--- src/rtl/viterbi_pkg.sv ---
// Shared Viterbi decoder definitions for the ACS, path-memory and traceback blocks.
// Holds the default block depth, the 2-bit state encodings and the traceback FSM states.
// No logic of its own.
package viterbi_pkg;

   localparam int TB_DEPTH = 8;

   localparam logic [1:0] S00 = 2'b00;
   localparam logic [1:0] S01 = 2'b01;
   localparam logic [1:0] S10 = 2'b10;
   localparam logic [1:0] S11 = 2'b11;

   typedef enum logic [1:0] {
      ST_FILL  = 2'd0,
      ST_TRACE = 2'd1,
      ST_EMIT  = 2'd2
   } tb_fsm_e;

endpackage

--- src/rtl/tb_col_mem.sv ---
// Survivor column store: DEPTH x 4-bit register file, one write port, one async read port.
// Write lands on the clock edge; read is combinational from the registered array.
// No backpressure; the caller decides when to write.
module tb_col_mem #(
   parameter int DEPTH = 8,
   parameter int AW    = 3
) (
   input  logic          clk,
   input  logic          rst_n,
   input  logic          we,
   input  logic [AW-1:0] waddr,
   input  logic [3:0]    wdata,
   input  logic [AW-1:0] raddr,
   output logic [3:0]    rdata
);

   logic [3:0] mem [DEPTH];

   always_ff @(posedge clk or negedge rst_n) begin
      if (!rst_n) begin
         for (int i = 0; i < DEPTH; i++) begin
            mem[i] <= 4'b0000;
         end
      end else if (we) begin
         mem[waddr] <= wdata;
      end
   end

   assign rdata = mem[raddr];

endmodule

--- src/rtl/traceback_decoder.sv ---
// Block traceback for a K=3 rate-1/2 Viterbi decoder: fill TB_DEPTH columns, trace back, emit bits.
// First decoded bit appears TB_DEPTH+1 cycles after the last column handshake.
// sel_ready is low during TRACE/EMIT; dec_bit/dec_valid hold while dec_ready is low.
module traceback_decoder #(
   parameter int TB_DEPTH = viterbi_pkg::TB_DEPTH,
   parameter int CNT_W    = 3
) (
   input  logic       clk,
   input  logic       rst_n,
   input  logic [3:0] acs_sel,
   input  logic       sel_valid,
   output logic       sel_ready,
   input  logic [1:0] best_state,
   output logic       dec_bit,
   output logic       dec_valid,
   input  logic       dec_ready,
   output logic       busy
);

   import viterbi_pkg::*;

   localparam logic [CNT_W-1:0] LAST = CNT_W'(TB_DEPTH - 1);

   tb_fsm_e              state, state_nxt;
   logic                 ready_en;
   logic [CNT_W-1:0]     wr_idx;
   logic [CNT_W-1:0]     rd_idx;
   logic [CNT_W-1:0]     tr_idx;
   logic [1:0]           tr_state;
   logic [TB_DEPTH-1:0]  out_buf;
   logic [3:0]           col_rd;
   logic                 col_we;

   assign sel_ready = (state == ST_FILL) && ready_en;
   assign col_we    = sel_ready && sel_valid;
   assign dec_valid = (state == ST_EMIT);
   assign dec_bit   = (state == ST_EMIT) ? out_buf[rd_idx] : 1'b0;
   assign busy      = (state == ST_TRACE) || (state == ST_EMIT);

   tb_col_mem #(
      .DEPTH (TB_DEPTH),
      .AW    (CNT_W)
   ) u_col_mem (
      .clk   (clk),
      .rst_n (rst_n),
      .we    (col_we),
      .waddr (wr_idx),
      .wdata (acs_sel),
      .raddr (tr_idx),
      .rdata (col_rd)
   );

   always_comb begin
      state_nxt = state;
      unique case (state)
         ST_FILL:  if (col_we && (wr_idx == LAST)) state_nxt = ST_TRACE;
         ST_TRACE: if (tr_idx == '0) state_nxt = ST_EMIT;
         ST_EMIT:  if (dec_ready && (rd_idx == LAST)) state_nxt = ST_FILL;
         default:  state_nxt = ST_FILL;
      endcase
   end

   always_ff @(posedge clk or negedge rst_n) begin
      if (!rst_n) begin
         state <= ST_FILL;
      end else begin
         state <= state_nxt;
      end
   end

   // ready_en keeps sel_ready low until the first edge after reset release
   always_ff @(posedge clk or negedge rst_n) begin
      if (!rst_n) begin
         ready_en <= 1'b0;
         wr_idx   <= '0;
         rd_idx   <= '0;
         tr_idx   <= LAST;
         tr_state <= S00;
         out_buf  <= '0;
      end else begin
         ready_en <= 1'b1;
         unique case (state)
            ST_FILL: begin
               if (col_we) begin
                  if (wr_idx == LAST) begin
                     wr_idx   <= '0;
                     tr_idx   <= LAST;
                     tr_state <= best_state;
                  end else begin
                     wr_idx <= wr_idx + CNT_W'(1);
                  end
               end
            end
            ST_TRACE: begin
               // Decoded bit is the state's MSB; predecessor shifts in the survivor decision
               out_buf[tr_idx] <= tr_state[1];
               tr_state        <= {tr_state[0], col_rd[tr_state]};
               tr_idx          <= (tr_idx == '0) ? LAST : tr_idx - CNT_W'(1);
            end
            ST_EMIT: begin
               if (dec_ready) begin
                  rd_idx <= (rd_idx == LAST) ? '0 : rd_idx + CNT_W'(1);
               end
            end
            default: begin
               wr_idx <= '0;
            end
         endcase
      end
   end

endmodule

--- config.mk ---
export PLATFORM = sky130hd
export DESIGN_NAME = traceback_decoder
export DESIGN_NICKNAME = d
export VERILOG_FILES = /design/src/rtl/viterbi_pkg.sv /design/src/rtl/tb_col_mem.sv /design/src/rtl/traceback_decoder.sv
export SDC_FILE = /design/constraint.sdc
export NUM_CORES = 1
export LEC_CHECK = 0
export CORE_ASPECT_RATIO = 0.75
export CORE_UTILIZATION = 50
export CTS_CLUSTER_DIAMETER = 100
export CTS_CLUSTER_SIZE = 28
export DETAILED_ROUTE_END_ITERATION = 16
export DONT_BUFFER_PORTS = 1
export PLACE_DENSITY_LB_ADDON = 0.12
export SLEW_MARGIN = 30
export SYNTH_ARGS = -nofsm -noshare
export SYNTH_HDL_FRONTEND = slang
export SYNTH_SLANG_ARGS = --single-unit
--- constraint.sdc ---
create_clock -name clk -period 3.9 [get_ports clk]
set_clock_uncertainty 0.05 [all_clocks]
set_input_delay 0.585 -clock clk [delete_from_list [all_inputs] [get_ports clk]]
set_output_delay 0.585 -clock clk [all_outputs]
set_load 0.01 [all_outputs]
### Word-level counts from Yosys, hierarchy flattened

Index checks and enable logic that the tools add are counted.

| word-level totals | value |
|---|---|
| flip-flop bits (word level) | 54 |
| latch bits | 0 |
| bits in writable memories | 0 |
| ROM bits | 0 |
| input port bits | 10 |
| output and inout bits | 4 |
| logic and storage cells | 81 |
| memories | 0 |

| cells by class | value |
|---|---|
| add/subtract/negate cells | 3 |
| multiply operators | 0 |
| divide/modulo/power cells | 0 |
| order comparisons | 7 |
| equality and inequality tests | 9 |
| shift-type cells | 0 |
| multiplexer cells | 29 |
| bitwise logic cells | 3 |
| reduce and logical (&&, ||, !) cells | 15 |

Operators by type and width:

| cell | number |
|---|---|
| $bwmux W32 | 1 |
| $mux W3 | 6 |
| $bmux W4 S3 | 1 |
| $demux W4 S3 | 1 |
| $mux W4 | 3 |
| $pmux W3 S2 | 2 |
| $mux W2 | 5 |
| $bwmux W8 | 1 |
| $ge A4 B4 Y1 const B | 2 |
| $lt A3 B4 Y1 const B | 2 |
| $ne A2 B1 Y1 const B | 4 |
| $not A3 Y4 | 2 |
| $add A3 B1 Y3 const B | 2 |
| $eq A3 B3 Y1 const B | 2 |
| $logic_and A1 B1 Y1 | 6 |
| $pmux W2 S3 | 1 |
| $reduce_and A3 Y1 | 2 |
| $lt A4 B1 Y1 const B | 1 |
| $mux W1 | 4 |
| $pmux W2 S2 | 1 |
| $reduce_and A2 Y1 | 2 |
| $bmux W1 S3 | 1 |
| $demux W1 S3 | 1 |
| $ge A3 B1 Y1 const B | 1 |
| other kinds (12) | 12 |

### Depth between registers and ports, before layout

Gate-level depths: netlist of the first run.

| depth | value |
|---|---|
| word-level depth | 7 |
| depth in mapped cells | 8 |
| mapped depth without buffers | 6 |

### By module

From an unflattened synthesis of the first run, not the netlist that was laid out.

| second synthesis, totals | value |
|---|---|
| cells, all modules | 199 |
| area, all modules | 2783.9 um^2 |

Modules (own cells, without submodules):

| module | instances | cells an instance | area an instance (um^2) | seq. area each (um^2) |
|---|---|---|---|---|
| tb_col_mem | 1 | 86 | 1525.2 | 800.8 |
| traceback_decoder | 1 | 113 | 1258.7 | 554.3 |

### Least setup slack after synthesis of the first run

Ideal clock, no wire load.

| path | value |
|---|---|
| kind | register to register |
| start point | register state[0] |
| end point | register u_col_mem.mem[28] (netlist bit) |
| setup time | 0.125 ns |
| arrival | 1.718 ns |
| required time | 3.725 ns |
| path slack | 2.007 ns |
| stages on the path, launching flop included | 7 |
| path buffers | 0 |
| period minus slack after synthesis | 1.893 ns |
| cells stage by stage | dfrtp_1 > inv_1 > ha_1 > and2_2 > nand3b_2 > or3_4 > mux2_4 |

| on the way | value |
|---|---|
| word-level cells in the longest chain between the ends | 3 |

Ends and longest elaborated chain:

| element | RTL line | source |
|---|---|---|
| from (decl) | traceback_decoder.sv:24 | `tb_fsm_e state, state_nxt;` |
| from (signal assigned) | traceback_decoder.sv:67 | `state <= state_nxt;` |
| $logic_not A2 Y1 | traceback_decoder.sv:34 | `assign sel_ready = (state == ST_FILL) && ready_en;` |
| $logic_and A1 B1 Y1 | traceback_decoder.sv:34 |  |
| net sel_ready | traceback_decoder.sv:12 | `output logic sel_ready,` |
| $logic_and A1 B1 Y1 | traceback_decoder.sv:35 | `assign col_we = sel_ready && sel_valid;` |
| to (signal, indexed assignment) | tb_col_mem.sv:25 | `mem[waddr] <= wdata;` |
| to (decl) | tb_col_mem.sv:17 | `logic [3:0] mem [DEPTH];` |

The timed path passes the listed nets, and every way through them passes these cells.
A chain may end at the register's enable or synchronous reset.

### Worst setup path in the final report of the first run

| path | value |
|---|---|
| start point | register rd_idx[0] |
| end point | output port dec_bit |

| on the way | value |
|---|---|
| word-level cells in the longest chain between the ends | 3 |

Ends and longest elaborated chain:

| element | RTL line | source |
|---|---|---|
| from (decl) | traceback_decoder.sv:27 | `logic [CNT_W-1:0] rd_idx;` |
| from (signal assigned) | traceback_decoder.sv:102 | `rd_idx <= (rd_idx == LAST) ? '0 : rd_idx + CNT_W'(1);` |
| $bmux W1 S3 | traceback_decoder.sv:37 | `assign dec_bit = (state == ST_EMIT) ? out_buf[rd_idx] : 1'b0;` |
| $mux W1 (implied by the code) | traceback_decoder.sv:37 |  |
| $mux W1 | traceback_decoder.sv:37 |  |
| to (decl) | traceback_decoder.sv:14 | `output logic dec_bit,` |

Every way passes these cells. The select of a mux whose other input is x is not followed.

==> metrics.yaml, run 1 <==
n_antenna_cell: 0
clock_latency_ns: 0.30
layoutNonFillerInstCount: 291
postCtsSetupBuffers: 0
outcome: "complete, no violations"
fin_setup_tns_ns: 0
finalCriticalPeriod_ns: 2.24
setup_viol: 0
worst_slew_pin_slew_ns: 0.530
synth_top_flop_cell: "dfrtp_1"
critical_path_required_ns: 3.26
dp_cells: 282
worst_path_largest_cell_delay_ns: 0.54
clockBufferDepth: 2
grt-ovfl-total: 0
crit_family: "multiplexers"
port_buffers: 0
yosys_warnings: 0
ctsResizeCount: 0
vias_per_cell: 5.81
synth.cell_area_mm2: 0.00282
synth-seq-area-share_pct: 48.0
cp_num_buf_inv: 0
syn_area_per_cell_um2: 13.1
finalHoldViolCount: 0
htree_levels: 2
grt_pass1_wl_um: 9420
top_layer_used: "met4"
yosysUniqueCellTypes: 42
core_area_mm2: 0.00538
die_h_um: 67.1
synth_cells: 215
synthTopCellsByArea: "dfrtp_1, mux2_2, ha_1"
cp_cell_sequence: "mux4_2 > mux2i_1 > nor2b_1"
postRouteAntennaNets: 0
synth_nets: 235
fp-row-count: 23
synth_edf_count: 0
end_kind: "output pin"
wl_per_cell_um: 19.5
relSlewSlack_pct: 64.6
met2_wirelength_um: 2480
track_usage_pct: 22.0
area_growth_syn_to_layout_pct: 6.56
grt_pass1_vias: 1781
clk_pin_slew_ns: 0.09
drc_errors: 0
ys_ff_latch: 54
io_pins: 14
cts-root-buf: "clkbuf_8"
fin_util_pct: 55.9
routed_wl_um: 5670
cts_buffers: 5
cp.arrival_ns: 1.61
hp-class: "input port to asynchronous set/reset pin"
finalNetCount: 235
die_area_mm2: 0.00595
yosysMostFrequentCell: "dfrtp_1"
start_kind: "flip-flop"
drtIter0Drc: 128
place_congestion: 0.800
fmax_ghz: 0.446
grt_antenna_before_repair: 0
rsz0062_at_grt: "no"
cellPowerDensity_mw_per_mm2: 688
slew_viol_final: 0
async_flop_share_pct: 100
dpl.hpwl_um: 4040
cts_tree: "built"
drv_cap: 0
fp.dieW_um: 88.8
drt_pass1_iterations: 4
vias: 1691
cp_slowest_cell: "mux4_2"
start_util_pct: 52.5
synth_commonest_cells: "dfrtp_1, mux2_2, nor2_1"
drive_gt1_share_pct: 31.5
power.leakage_nw: 1.42
wl_met1_um: 2920
path_class: "flip-flop to output pin"
min_period_over_period_pct: 57.5
cts_sinks: 54
grt_max_degree: 52
crit_fanout: 5
synth_top_cell_by_area: "dfrtp_1"
ir_drop_v: 0.000276
yosysTopAreaCellShare_pct: 45.2
wl_met3_um: 224
## through the flow
stage                     total power, mW  setup slack (ns)  hold slack, ns  cell area, µm²
after global placement               1.65              1.76           0.241            2870
final                                2.07              1.66          0.0601            3010
after CTS                            2.09              1.62          0.0488            3010
after global routing                 2.21              1.55          0.0359            3010
after floorplan                      1.53              2.01           0.239            2820
after detailed placement             1.70              1.70           0.241            2870
## worst reg2reg max path: stages, from the launching register on
cell	delay, ns
dfrtp_1	0.41
inv_1	0.10
ha_1	0.30
and2_2	0.26
nand3_2	0.12
nor2_1	0.45
mux2_2	0.40
## cell type report
cell class / count / area [µm²]
inverters: 7 / 26.3
fillers: 459 / 2370
clock inverters: 1 / 30.0
clock buffers: 7 / 76.3
repair buffers: 1 / 27.5
multi-input cells: 146 / 1400
flip-flops and latches: 54 / 1360
well taps: 75 / 93.8
## routing by layer
layer  up-vias  GRT usage [%]
met3         4           4.09
met1       876           33.0
met2        23           32.9
li1        788              -
met4         0           4.84
met5         -              0
## flip-flops by register name, summed over array words and instances, names as in the netlist
signal / count
out_buf: 8
rd_idx: 3
ready_en: 1
state: 2
tr_idx: 3
tr_state: 2
u_col_mem.mem: 32
wr_idx: 3
## layout by cell type (no fill, tap or decap), types with 2 or more instances in the layout
master	n
a211oi_1	3
inv_1	7
mux2_2	41
nand2b_1	5
o21ai_0	3
ha_1	10
mux4_2	2
a22o_1	7
nand2_1	8
clkbuf_8	5
or3_4	2
nor3_1	5
nand3_1	2
mux2i_1	8
mux4_1	4
dfstp_2	3
mux2_4	8
nand4_1	2
a21oi_1	6
clkbuf_1	2
nor2_1	11
dfrtp_1	51
## cell families (layout without fill, tap and decap cells)
family                   Yosys count  after routing  synth area share (%)
other                              1              1                 0.133
AND/OR/NAND/NOR                   44             44                  8.87
flip-flops                        54             54                  48.0
multiplexers                      63             63                  28.8
adder cells (fa/ha/maj)           10             10                  4.43
AO/OA/AOI/OAI                     28             28                  7.36
buffers and inverters             15             16                  2.44
## report_power, final
group	internal, mW	total (mW)	switching, mW
combinational	0.418	0.728	0.310
clock	0.192	0.373	0.181
sequential	0.775	0.969	0.194
## path summary, 6_finish.rpt
path                                   startpoint  slack, ns                            end  cells past startpoint
max                         rd_idx[0]$_DFFE_PN0P_       1.66                        dec_bit                      3
min                                         rst_n       0.06          tr_idx[0]$_DFFE_PN1P_                      0
max reg2reg                  state[0]$_DFFE_PN0P_       1.69   u_col_mem.mem[0]$_DFFE_PN0P_                      6
min reg2reg                out_buf[1]$_DFFE_PN0P_       0.46         out_buf[1]$_DFFE_PN0P_                      1
max in group asynchronous                   rst_n       3.51         out_buf[6]$_DFFE_PN0P_                      1
min in group clk                       acs_sel[2]       0.37  u_col_mem.mem[30]$_DFFE_PN0P_                      1
## repair_timing
action / in CTS / in global routing
hold buffers: 1 / 0
endpoints found under the setup margin: 0 / 0
hold endpoints to repair: 51 / 0
Note: power is estimated with default switching activity, not from simulation.
==> run 2, diff against run 1 <==
==> constraint.sdc (replaced) <==
create_clock -name clk -period 1.95 [get_ports clk]
set_clock_uncertainty 0.05 [all_clocks]
set_input_delay 0.2925 -clock clk [delete_from_list [all_inputs] [get_ports clk]]
set_output_delay 0.2925 -clock clk [all_outputs]
set_load 0.01 [all_outputs]
==> run 2 against run 1 <==
Compared with the run above:
- clock power rose by 60%
- cell area rose by 4.0%
- largest cell class unchanged
- clock-buffer cell count fell by 1
==> metrics.yaml, run 2 (same netlist as run 1, synthesis figures left out) <==
vias: 1829  # was 1,691
io_pins: 14  # unchanged
drt_pass1_iterations: 4  # unchanged
slew_viol_final: 0  # unchanged
grt_antenna_before_repair: 0  # unchanged
dpl.hpwl_um: 4230  # was 4040 µm
area_growth_syn_to_layout_pct: 10.9  # was 6.56%
path_class: "flip-flop to flip-flop"  # was flip-flop to output pin
reg_top3: "u_col_mem.mem (32), out_buf (8)"  # unchanged
grt_pass1_wl_um: 9590  # was 9420 µm
fp-row-count: 23  # unchanged
fin_setup_tns_ns: 0  # unchanged
die_h_um: 67.1  # unchanged
wl_per_cell_um: 18.7  # was 19.5 µm
clk_pin_slew_ns: 0.09  # about the same
grt_pass1_vias: 1876  # was 1,781
p_total_mw: 4.16  # was 2.07 mW
hp-class: "input port to flip-flop"  # was input port to asynchronous set/reset pin
cts_buffers: 5  # unchanged
drive_gt1_share_pct: 38.0  # was 31.5%
postRouteAntennaNets: 0  # unchanged
core_area_mm2: 0.00538  # unchanged
setup_viol: 0  # unchanged
port_buffers: 0  # unchanged
cts-root-buf: "clkbuf_8"  # unchanged
grt-ovfl-total: 0  # unchanged
cellPowerDensity_mw_per_mm2: 1330  # was 688 mW/mm²
clockBufferDepth: 2  # unchanged
power.leakage_nw: 1.49  # was 1.42 nW
routed_wl_um: 5790  # was 5670 µm
drv_cap: 0  # unchanged
fmax_ghz: 0.530
fp.dieW_um: 88.8  # unchanged
finalHoldViolCount: 0  # unchanged
crit_fanout: 7  # was 5
finalNetCount: 254  # was 235
outcome: "complete, no violations"  # unchanged
rsz0062_at_grt: "yes"  # was no
n_antenna_cell: 0  # unchanged
track_usage_pct: 22.1  # was 22.0%
htree_levels: 2  # unchanged
end_kind: "flip-flop"  # was output pin
die_area_mm2: 0.00595  # unchanged
vias_per_cell: 5.92  # was 5.81
clock_latency_ns: 0.30  # about the same
min_period_over_period_pct: 96.8
grt_max_degree: 55  # was 52
whs_ns: 0.0806  # was 0.0601 ns
place_congestion: 0.782  # was 0.800
cp.arrival_ns: 2.02  # was 1.61 ns
finalCriticalPeriod_ns: 1.89
ir_drop_v: 0.000522  # was 0.000276 V
cts_tree: "built"  # unchanged
critical_path_required_ns: 2.08  # was 3.26 ns
final_cell_mix: "dfrtp_1, mux2_2, buf_4"  # was dfrtp_1, mux2_2, nor2_1
drtIter0Drc: 115  # was 128
start_util_pct: 52.5  # unchanged
cts_sinks: 54  # unchanged
regMostFlops: "u_col_mem.mem"  # unchanged
start_kind: "flip-flop"  # unchanged
drc_errors: 0  # unchanged
final_common_cell: "dfrtp_1"  # unchanged
largest_reg_flops: 32  # unchanged
[run 2: final cells by class]
cell class	count	area (µm²)
Sequential cell	54	1360
Fill cell	461	2250
Clock inverter	1	7.51
Multi-Input combinational cell	146	1400
Tap cell	75	93.8
Timing Repair Buffer	20	173
Clock buffer	6	72.6
Inverter	7	26.3
[run 2: power breakdown]
part | switching, mW | internal, mW
Sequential | 0.330 | 1.55
Combinational | 0.743 | 0.945
Clock | 0.348 | 0.247
[run 2: what timing repair did]
item,in CTS,in global routing
resized for setup,0,5
hold endpoints to repair,54,0
endpoints found under the setup margin,0,2
buffers inserted,0,1
hold buffers,2,0
[run 2: stage by stage]
step | instances | cell area, µm² | utilization (%) | setup slack, ns
finish | 309 | 3130 | 58.1 | 0.0625
global route | 309 | 3130 | 58.1 | -0.00974
CTS | 308 | 3120 | 58.0 | 0.00489
detailed placement | 299 | 3000 | 55.8 | 0.0352
global placement | 299 | 3000 | 55.8 | 0.0909
floorplan | 215 | 2820 | - | 0.0573
[run 2: final timing paths]
| kind | start | to | slack [ns] | depth (start not counted) |
|---|---|---|---|---|
| worst min register to register | u_col_mem.mem[5]$_DFFE_PN0P_ | u_col_mem.mem[5]$_DFFE_PN0P_ | 0.46 | 1 |
| worst max-delay path | tr_idx[0]$_DFFE_PN1P_ | tr_state[0]$_DFFE_PN0P_ | 0.06 | 4 |
| worst min-delay path | acs_sel[2] | u_col_mem.mem[30]$_DFFE_PN0P_ | 0.08 | 1 |
| min in group asynchronous | rst_n | u_col_mem.mem[14]$_DFFE_PN0P_ | 0.45 | 2 |
| worst max register to register | tr_idx[0]$_DFFE_PN1P_ | tr_state[0]$_DFFE_PN0P_ | 0.06 | 4 |
| max in group asynchronous | rst_n | tr_idx[2]$_DFFE_PN1P_ | 1.11 | 2 |
[run 2: worst max-delay path, stage by stage, from the launching register on]
cell and delay, ns:
dfstp_2 0.64, mux4_2 0.52, mux2_2 0.30, nor4_4 0.13, o32ai_1 0.12
[run 2: metal layers]
layer,up-vias,wire [µm],global-route usage (%)
met5,-,0,0
met4,0,78,5.85
met3,8,265,3.97
met2,47,2600,32.8
met1,943,2850,33.1
li1,831,-,-
==> run 3, diff against run 2 <==
--- a/config.mk
+++ b/config.mk
@@ -16,3 +16,4 @@
 export SYNTH_ARGS = -nofsm -noshare
 export SYNTH_HDL_FRONTEND = slang
 export SYNTH_SLANG_ARGS = --single-unit
+export TNS_END_PERCENT = 20
==> results of run 3 <==
The final DEF is identical to that of run 2; final timing and power are the same.
